<file path="src/rtl/bbox_rasterizer_pkg.sv">
// Shared types for the column-slice triangle rasterizer: task and pixel
// records, the FSM state enum, the per-edge accumulator record and the
// operand selection used during multiply-based setup.
package bbox_rasterizer_pkg;

    // Edge accumulator width carried by edge_t; the top's EDGE_W must match.
    localparam int EDGE_W_DEF = 24;

    typedef struct packed {
        logic [9:0] x;
        logic [9:0] y;
    } vertex_t;

    typedef struct packed {
        logic [7:0] red;
        logic [7:0] green;
        logic [7:0] blue;
    } color_t;

    typedef struct packed {
        vertex_t     a;
        vertex_t     b;
        vertex_t     c;
        color_t      color;
        logic [15:0] depth;
    } object_t;

    typedef struct packed {
        logic [9:0]  x;
        logic [9:0]  y;
        logic [7:0]  red;
        logic [7:0]  green;
        logic [7:0]  blue;
        logic [15:0] depth;
    } pixel_info_t;

    typedef enum logic [2:0] {
        S_IDLE  = 3'd0,
        S_SETUP = 3'd1,
        S_CHECK = 3'd2,
        S_SCAN  = 3'd3,
        S_DONE  = 3'd4
    } raster_state_t;

    // e: value at the current pixel, ecol: value at the top of the column,
    // dy: increment for y+1, dx: increment for x+1.
    typedef struct packed {
        logic signed [EDGE_W_DEF-1:0] e;
        logic signed [EDGE_W_DEF-1:0] ecol;
        logic signed [EDGE_W_DEF-1:0] dx;
        logic signed [EDGE_W_DEF-1:0] dy;
    } edge_t;

    typedef struct packed {
        logic signed [10:0] m0;
        logic signed [10:0] m1;
    } mul_ops_t;

    // Signed difference of two unsigned 10-bit coordinates.
    function automatic logic signed [10:0] sdiff(input logic [9:0] q, input logic [9:0] p);
        return $signed({1'b0, q}) - $signed({1'b0, p});
    endfunction

    function automatic logic [9:0] min3(input logic [9:0] a, input logic [9:0] b, input logic [9:0] c);
        logic [9:0] m;
        m = (a < b) ? a : b;
        return (c < m) ? c : m;
    endfunction

    function automatic logic [9:0] max3(input logic [9:0] a, input logic [9:0] b, input logic [9:0] c);
        logic [9:0] m;
        m = (a > b) ? a : b;
        return (c > m) ? c : m;
    endfunction

    // Operands of product idx. Even products are the (qx-px)(ymin-py) term,
    // odd products the (qy-py)(xmin-px) term, for edges ab, bc, ca in order.
    function automatic mul_ops_t mul_operands(input object_t o, input logic [9:0] xmin,
                                              input logic [9:0] ymin, input logic [2:0] idx);
        mul_ops_t r;
        case (idx)
            3'd0:    begin r.m0 = sdiff(o.b.x, o.a.x); r.m1 = sdiff(ymin, o.a.y); end
            3'd1:    begin r.m0 = sdiff(o.b.y, o.a.y); r.m1 = sdiff(xmin, o.a.x); end
            3'd2:    begin r.m0 = sdiff(o.c.x, o.b.x); r.m1 = sdiff(ymin, o.b.y); end
            3'd3:    begin r.m0 = sdiff(o.c.y, o.b.y); r.m1 = sdiff(xmin, o.b.x); end
            3'd4:    begin r.m0 = sdiff(o.a.x, o.c.x); r.m1 = sdiff(ymin, o.c.y); end
            default: begin r.m0 = sdiff(o.a.y, o.c.y); r.m1 = sdiff(xmin, o.c.x); end
        endcase
        return r;
    endfunction

endpackage

</file>
<file path="src/rtl/bbox_rasterizer_multiplier.sv">
// 11x11 signed multiplier with a one-cycle start/valid handshake: the
// product of operands presented with start appears with valid next cycle.
module bbox_rasterizer_multiplier (
    input  logic               clock,
    input  logic               reset,
    input  logic               start,
    input  logic signed [10:0] op_a,
    input  logic signed [10:0] op_b,
    output logic               valid,
    output logic signed [21:0] product
);

    // Register the product and flag it valid one cycle after start.
    always_ff @(posedge clock) begin
        if (reset) begin
            valid   <= 1'b0;
            product <= '0;
        end else begin
            valid <= start;
            if (start) begin
                product <= op_a * op_b;
            end
        end
    end

endmodule

</file>
<file path="src/rtl/bbox_rasterizer.sv">
// Column-slice triangle rasterizer. Clips the triangle's bounding box to the
// owned column range, sets up the three edge functions with six sequential
// multiplies, then scans x-major emitting covered pixels through a one-entry
// output register.
//
// Handshakes: a transfer happens on a rising edge where valid and ready are
// both high. task_ready does not depend on task_valid; pix_out/pix_valid are
// held stable while pix_valid && !pix_ready (except on switch_buffer, which
// drops a pending pixel).
module bbox_rasterizer
    import bbox_rasterizer_pkg::*;
#(
    parameter int X_RANGE_START = 0,
    parameter int X_RANGE_END   = 29,
    parameter int HEIGHT        = 479,
    parameter int EDGE_W        = 24
) (
    input  logic          clock,
    input  logic          reset,
    input  object_t       task_in,
    input  logic          task_valid,
    output logic          task_ready,
    input  logic          switch_buffer,
    output pixel_info_t   pix_out,
    output logic          pix_valid,
    input  logic          pix_ready,
    output logic          task_done,
    output logic          busy,
    output raster_state_t raster_state
);

    localparam logic [9:0] X_LO = 10'(X_RANGE_START);
    localparam logic [9:0] X_HI = 10'(X_RANGE_END);
    localparam logic [9:0] Y_HI = 10'(HEIGHT);

    raster_state_t state;
    object_t       obj;
    logic [9:0]    xmin, xmax, ymin, ymax, x, y;
    logic [2:0]    mul_idx;
    edge_t         edges [3];

    logic [9:0] in_xmin, in_xmax, in_ymin, in_ymax;
    logic       in_empty, accept;

    logic                     mul_start, mul_valid;
    logic signed [21:0]       mul_product;
    mul_ops_t                 ops;
    logic signed [EDGE_W-1:0] prod_ext;
    logic signed [EDGE_W-1:0] area2;

    logic       capture, cap_first, covered, out_free, advance, row_end, col_end;
    logic [1:0] cap_edge;
    vertex_t    p_in [3];
    vertex_t    q_in [3];

    assign task_ready   = (state == S_IDLE) && !switch_buffer && !reset;
    assign accept       = task_ready && task_valid;
    assign busy         = (state != S_IDLE);
    assign raster_state = state;

    // Clipped bounding box of the incoming task.
    always_comb begin
        in_xmin  = min3(task_in.a.x, task_in.b.x, task_in.c.x);
        in_xmax  = max3(task_in.a.x, task_in.b.x, task_in.c.x);
        in_ymin  = min3(task_in.a.y, task_in.b.y, task_in.c.y);
        in_ymax  = max3(task_in.a.y, task_in.b.y, task_in.c.y);
        if (in_xmin < X_LO) in_xmin = X_LO;
        if (in_xmax > X_HI) in_xmax = X_HI;
        if (in_ymax > Y_HI) in_ymax = Y_HI;
        in_empty = (in_xmin > in_xmax) || (in_ymin > Y_HI);
    end

    // Multiplier sequencing: product 0 is issued in the accept cycle from the
    // live task so that SETUP takes exactly six multiplier results.
    always_comb begin
        if (state == S_IDLE) begin
            ops = mul_operands(task_in, in_xmin, in_ymin, 3'd0);
        end else begin
            ops = mul_operands(obj, xmin, ymin, 3'(mul_idx + 3'd1));
        end
        capture   = (state == S_SETUP) && mul_valid;
        cap_edge  = mul_idx[2:1];
        cap_first = !mul_idx[0];
        mul_start = !switch_buffer && ((accept && !in_empty) || (capture && mul_idx != 3'd5));
        prod_ext  = {{(EDGE_W-22){mul_product[21]}}, mul_product};
    end

    bbox_rasterizer_multiplier multiplier (
        .clock   (clock),
        .reset   (reset),
        .start   (mul_start),
        .op_a    (ops.m0),
        .op_b    (ops.m1),
        .valid   (mul_valid),
        .product (mul_product)
    );

    // Coverage test and scan advance decision for the current pixel.
    always_comb begin
        covered  = (edges[0].e >= 0 && edges[1].e >= 0 && edges[2].e >= 0) ||
                   (edges[0].e <= 0 && edges[1].e <= 0 && edges[2].e <= 0);
        out_free = !pix_valid || pix_ready;
        advance  = (state == S_SCAN) && (!covered || out_free);
        row_end  = (y == ymax);
        col_end  = (x == xmax);
        area2    = edges[0].e + edges[1].e + edges[2].e;
    end

    // Vertex pairs (p, q) of edges ab, bc, ca from the incoming task.
    always_comb begin
        p_in[0] = task_in.a; q_in[0] = task_in.b;
        p_in[1] = task_in.b; q_in[1] = task_in.c;
        p_in[2] = task_in.c; q_in[2] = task_in.a;
    end

    for (genvar i = 0; i < 3; i++) begin : g_edge
        logic signed [10:0]       ddx, ddy;
        logic signed [EDGE_W-1:0] step_dy, step_dx;
        assign ddx     = sdiff(q_in[i].x, p_in[i].x);
        assign ddy     = sdiff(q_in[i].y, p_in[i].y);
        assign step_dy = {{(EDGE_W-11){ddx[10]}}, ddx};
        assign step_dx = -{{(EDGE_W-11){ddy[10]}}, ddy};

        // Edge accumulator: steps on accept, products in SETUP, walk in SCAN.
        always_ff @(posedge clock) begin
            if (reset) begin
                edges[i] <= '0;
            end else if (!switch_buffer) begin
                if (accept) begin
                    edges[i].dy <= step_dy;
                    edges[i].dx <= step_dx;
                end else if (capture && cap_edge == 2'(i)) begin
                    if (cap_first) begin
                        edges[i].e    <= prod_ext;
                        edges[i].ecol <= prod_ext;
                    end else begin
                        edges[i].e    <= edges[i].e - prod_ext;
                        edges[i].ecol <= edges[i].ecol - prod_ext;
                    end
                end else if (advance) begin
                    if (!row_end) begin
                        edges[i].e <= edges[i].e + edges[i].dy;
                    end else if (!col_end) begin
                        edges[i].ecol <= edges[i].ecol + edges[i].dx;
                        edges[i].e    <= edges[i].ecol + edges[i].dx;
                    end
                end
            end
        end
    end

    // Control FSM with the output register and done pulse.
    always_ff @(posedge clock) begin
        if (reset) begin
            state     <= S_IDLE;
            obj       <= '0;
            xmin      <= '0;
            xmax      <= '0;
            ymin      <= '0;
            ymax      <= '0;
            x         <= '0;
            y         <= '0;
            mul_idx   <= '0;
            pix_out   <= '0;
            pix_valid <= 1'b0;
            task_done <= 1'b0;
        end else if (switch_buffer) begin
            state     <= S_IDLE;
            pix_valid <= 1'b0;
            task_done <= 1'b0;
        end else begin
            task_done <= 1'b0;
            if (pix_valid && pix_ready) begin
                pix_valid <= 1'b0;
            end
            case (state)
                S_IDLE: begin
                    if (accept) begin
                        obj     <= task_in;
                        xmin    <= in_xmin;
                        xmax    <= in_xmax;
                        ymin    <= in_ymin;
                        ymax    <= in_ymax;
                        x       <= in_xmin;
                        y       <= in_ymin;
                        mul_idx <= '0;
                        state   <= in_empty ? S_DONE : S_SETUP;
                    end
                end
                S_SETUP: begin
                    if (mul_valid) begin
                        if (mul_idx == 3'd5) state <= S_CHECK;
                        else                 mul_idx <= mul_idx + 3'd1;
                    end
                end
                S_CHECK: begin
                    state <= (area2 == '0) ? S_DONE : S_SCAN;
                end
                S_SCAN: begin
                    if (covered && out_free) begin
                        pix_out   <= '{x: x, y: y, red: obj.color.red, green: obj.color.green,
                                       blue: obj.color.blue, depth: obj.depth};
                        pix_valid <= 1'b1;
                    end
                    if (advance) begin
                        if (!row_end) begin
                            y <= y + 10'd1;
                        end else if (!col_end) begin
                            x <= x + 10'd1;
                            y <= ymin;
                        end else begin
                            state <= S_DONE;
                        end
                    end
                end
                S_DONE: begin
                    if (!pix_valid) begin
                        task_done <= 1'b1;
                        state     <= S_IDLE;
                    end
                end
                default: state <= S_IDLE;
            endcase
        end
    end

endmodule

</file>
<file path="config.mk">
export PLATFORM = sky130hd
export DESIGN_NAME = bbox_rasterizer
export DESIGN_NICKNAME = d
export VERILOG_FILES = /design/src/rtl/bbox_rasterizer_pkg.sv /design/src/rtl/bbox_rasterizer_multiplier.sv /design/src/rtl/bbox_rasterizer.sv
export SDC_FILE = /design/constraint.sdc
export NUM_CORES = 2
export LEC_CHECK = 0
export CAP_MARGIN = 20
export CELL_PAD_IN_SITES_DETAIL_PLACEMENT = 0
export CELL_PAD_IN_SITES_GLOBAL_PLACEMENT = 1
export CORE_MARGIN = 4
export CORE_UTILIZATION = 43
export DETAILED_ROUTE_END_ITERATION = 16
export PLACE_DENSITY_LB_ADDON = 0.1
export SLEW_MARGIN = 30
export SYNTH_ARGS = -nofsm -noshare
export SYNTH_HDL_FRONTEND = slang
export SYNTH_HIERARCHICAL = 1
export SYNTH_SLANG_ARGS = --single-unit
</file>
<file path="constraint.sdc">
create_clock -name clock -period 35.9 [get_ports clock]
set_input_delay 5.385 -clock clock [delete_from_list [all_inputs] [get_ports clock]]
set_output_delay 5.385 -clock clock [all_outputs]
set_load 0.005 [all_outputs]
</file>
==> metrics.cfg <==
[logic_synthesis]
synth_edf_count=243
ys_seq_elements=494
syn_area_sq_um=47800
ys_seq_area_share_pct=25.8
async_flop_share_pct=0
post_synth_num_cell_types=94
yosysTopAreaCellShare_pct=15.3
syn_inst=5718
synth.avg_cell_area_sq_um=8.36
synthFlopType=dfxtp_1
yosysTopAreaCell=edfxtp_1
synthTopCellsByArea=edfxtp_1 15%, ha_1 15%, dfxtp_1 11%
synth_warnings=6

[clock_network]
cts_resized=0
clockBufferDepth=3
h-tree-depth=3
numClockSinks=494
cts_buffers=68
path_clk_slew_ns=0.06
clkLatencyLatePin_ns=0.65
cts-root-buf=clkbuf_16
hold_buffers=0
postCtsSetupBuffers=0
cts_tree=built

[layout]
nNetsFinal=6660
area_delta_synth_final_pct=12.0
fill_cells=10900
drive_above_1_share_pct=4.61
multiInputGateArea_sq_um=33100
register_area_sq_um=12300

[floorplan]
die_w_microns=341
ios=172
die_h_microns=341
dieArea_sq_um=117000
core_area_sq_um=111000
fp-row-count=122
start_util_pct=43.2

[detailed_routing]
drt-pass1-iter-count=6
drtIter0Drc=3277
wl_per_cell_microns=24.6
drtAntennaViolNets=0
drc_errors=0
drt_wl_total_microns=181000
avgViaCountPerCell=5.82
vias=42900

[critical_path]
critical_path.slowest_cell=clkdlybuf4s50_1
crit_path_max_fanout=22
reg2reg_depth=33
worst-path-buf-inv=6
cp-end-kind=flip-flop
worst_setup_path_start_kind=input port
critical_path.most_common_cell=a21oi_1
timing.rr.start=mul_idx[0]$_SDFFE_PP0P_
cpPeakStageDelay_ns=0.57
reg2reg_to=multiplier/product[15]$_SDFFE_PP0P_
cp_top_family=compound AO/OA/AOI/OAI gates
worst-setup-path-type=in2reg
ff2ff_setup_slack_ns=26.19
required_ns=36.48
cp.arrival_ns=17.40

[pwr]
power_mw=6.29
ir_drop_v=0.000341
powerDensity_nw_per_um2=118
p_leak_nw=22.9

[run]
drv_cap=0

[placement]
post-dp-hpwl_microns=142000
gp_congestion=0.954
port-buffer-count=171

[worst_hold_path]
min_to=pix_out[38]$_SDFFE_PP0P_
hold_class=reg2reg
holdPathStages=2
min_from=obj[38]$_SDFFE_PP0P_

[global_route]
grt_util_all_layers_pct=30.5
antenna_found_initial=4
overflow=0
grt_pass1_vias=42200
grt_pass1_wl_microns=271000
grt_max_degree=191

[timing]
clock_skew_ns=0.0245
setup_viol=0
tightest_slew_ns=1.08
drv_slew=0
fmaxAchievable_mhz=59.4
hold_ws_ns=0.449
relSlewSlack_pct=28.0
min_period_ns=16.83
fin_crit_sh_pct=46.9
fin_setup_tns_ns=0
hold_viol=0
rsz0062_at_grt=no

[run_status]
status=complete, no violations

==> logic make-up (layout without fill, tap and decap cells) <==
kind of cell / after synthesis / after routing / share of synthesized area [%]
buffers and inverters: 660 / 822 / 5.23
xor gates and xnor gates: 397 / 397 / 7.27
DFF: 494 / 494 / 25.8
and+or+nand+nor: 1757 / 1757 / 17.0
adders and majority gates: 722 / 722 / 21.5
AOI/OAI and AO/OA: 1640 / 1640 / 22.2
other: 1 / 6 / 0.00785
muxes: 47 / 47 / 0.989
==> worst reg2reg max path, delay by kind of cell, from the launching register on <==
family | cells | cell delay, ns
compound gates | 12 | 2.87
xor+xnor | 1 | 0.12
fa+ha+maj | 9 | 3.75
buf+inv | 3 | 0.14
flops | 1 | 0.57
simple gates | 8 | 2.19
==> cell usage after synthesis, drive strengths merged (38+ instances only) <==
cell    instances
nand2         649
ha            554
a21oi         494
inv           447
nor2          430
o21ai         315
dfxtp         251
edfxtp        243
xnor2         242
a21o          187
clkbuf        178
fa            168
xor2          155
nand3         142
nor3           98
and2           82
o31ai          76
nor2b          74
nand2b         73
o21a           68
o211ai         57
a211oi         54
o21bai         49
mux2i          45
and3           43
a31oi          40
nand4          38
==> power breakdown <==
group / internal, mW / switching [mW] / leakage (nW)
logic: 2.00 / 2.95 / 17.3
clock network: 0.401 / 0.290 / 1.08
registers: 0.624 / 0.0329 / 4.56
total: 3.02 / 3.27 / 22.9
==> per-stage QoR <==
step	cell area (sq um)	util [%]	instances	setup slack, ns
3_3_place_gp	51300	46.4	7251	18.62
2_1_floorplan	47800	-	5722	20.61
5_1_grt	53500	48.5	7372	18.09
6_report	53600	48.5	7373	19.07
3_5_place_dp	51300	46.4	7251	18.46
4_1_cts	53500	48.4	7372	19.09
==> layout make-up <==
cell class | count | share of cell area [%]
multi-input combinational | 4568 | 61.9
clock buffer | 87 | 3.52
timing repair buffer | 253 | 4.37
sequential | 494 | 23.0
inverter | 448 | 3.14
clock inverter | 34 | 0.582
tap | 1488 | 3.48
antenna | 1 | 0.00467
==> worst max path at each step <==
stage,start,slack (ns),end,depth (start not counted)
6_report,task_in[84],19.07,multiplier/product[21]$_SDFFE_PP0P_,46
5_1_grt,task_in[81],18.09,multiplier/product[21]$_SDFFE_PP0P_,47
4_1_cts,task_in[84],19.09,multiplier/product[21]$_SDFFE_PP0P_,46
3_5_place_dp,task_in[84],18.46,multiplier/product[21]$_SDFFE_PP0P_,46
3_3_place_gp,task_in[84],18.62,multiplier/product[21]$_SDFFE_PP0P_,46
2_1_floorplan,task_in[84],20.61,multiplier/product[21]$_SDFFE_PP0P_,48
==> metal layers <==
| layer | part of all wire [%] | global-route usage, % | wire (microns) |
|---|---|---|---|
| met5 | 0.0055 | 0 | 10 |
| met4 | 4.7 | 12.5 | 8460 |
| met3 | 5.3 | 3.75 | 9680 |
| met2 | 47 | 51.9 | 86000 |
| met1 | 43 | 39.3 | 77200 |
==> state kept, by name, indices dropped and copies added, names as in the netlist <==
name / cells
task_done: 1
y: 10
multiplier/valid: 1
x: 10
obj: 100
pix_valid: 1
raster_state: 3
multiplier/product: 22
edges: 243
xmax: 10
xmin: 10
mul_idx: 3
ymax: 10
ymin: 10
pix_out: 60
==> placed cells by master (no fill, tap or decap), drive strengths merged, types with 82 or more instances in the layout <==
master,Yosys,layout
nand2,649,649
ha,554,554
a21oi,494,494
inv,447,451
nor2,430,430
o21ai,315,315
dfxtp,251,251
edfxtp,243,243
xnor2,242,242
a21o,187,187
clkdlybuf4s50,0,170
fa,168,168
xor2,155,155
nand3,142,142
nor3,98,98
clkbuf,178,87
buf,34,83
and2,82,82
Note: power is estimated with default switching activity, not from simulation.
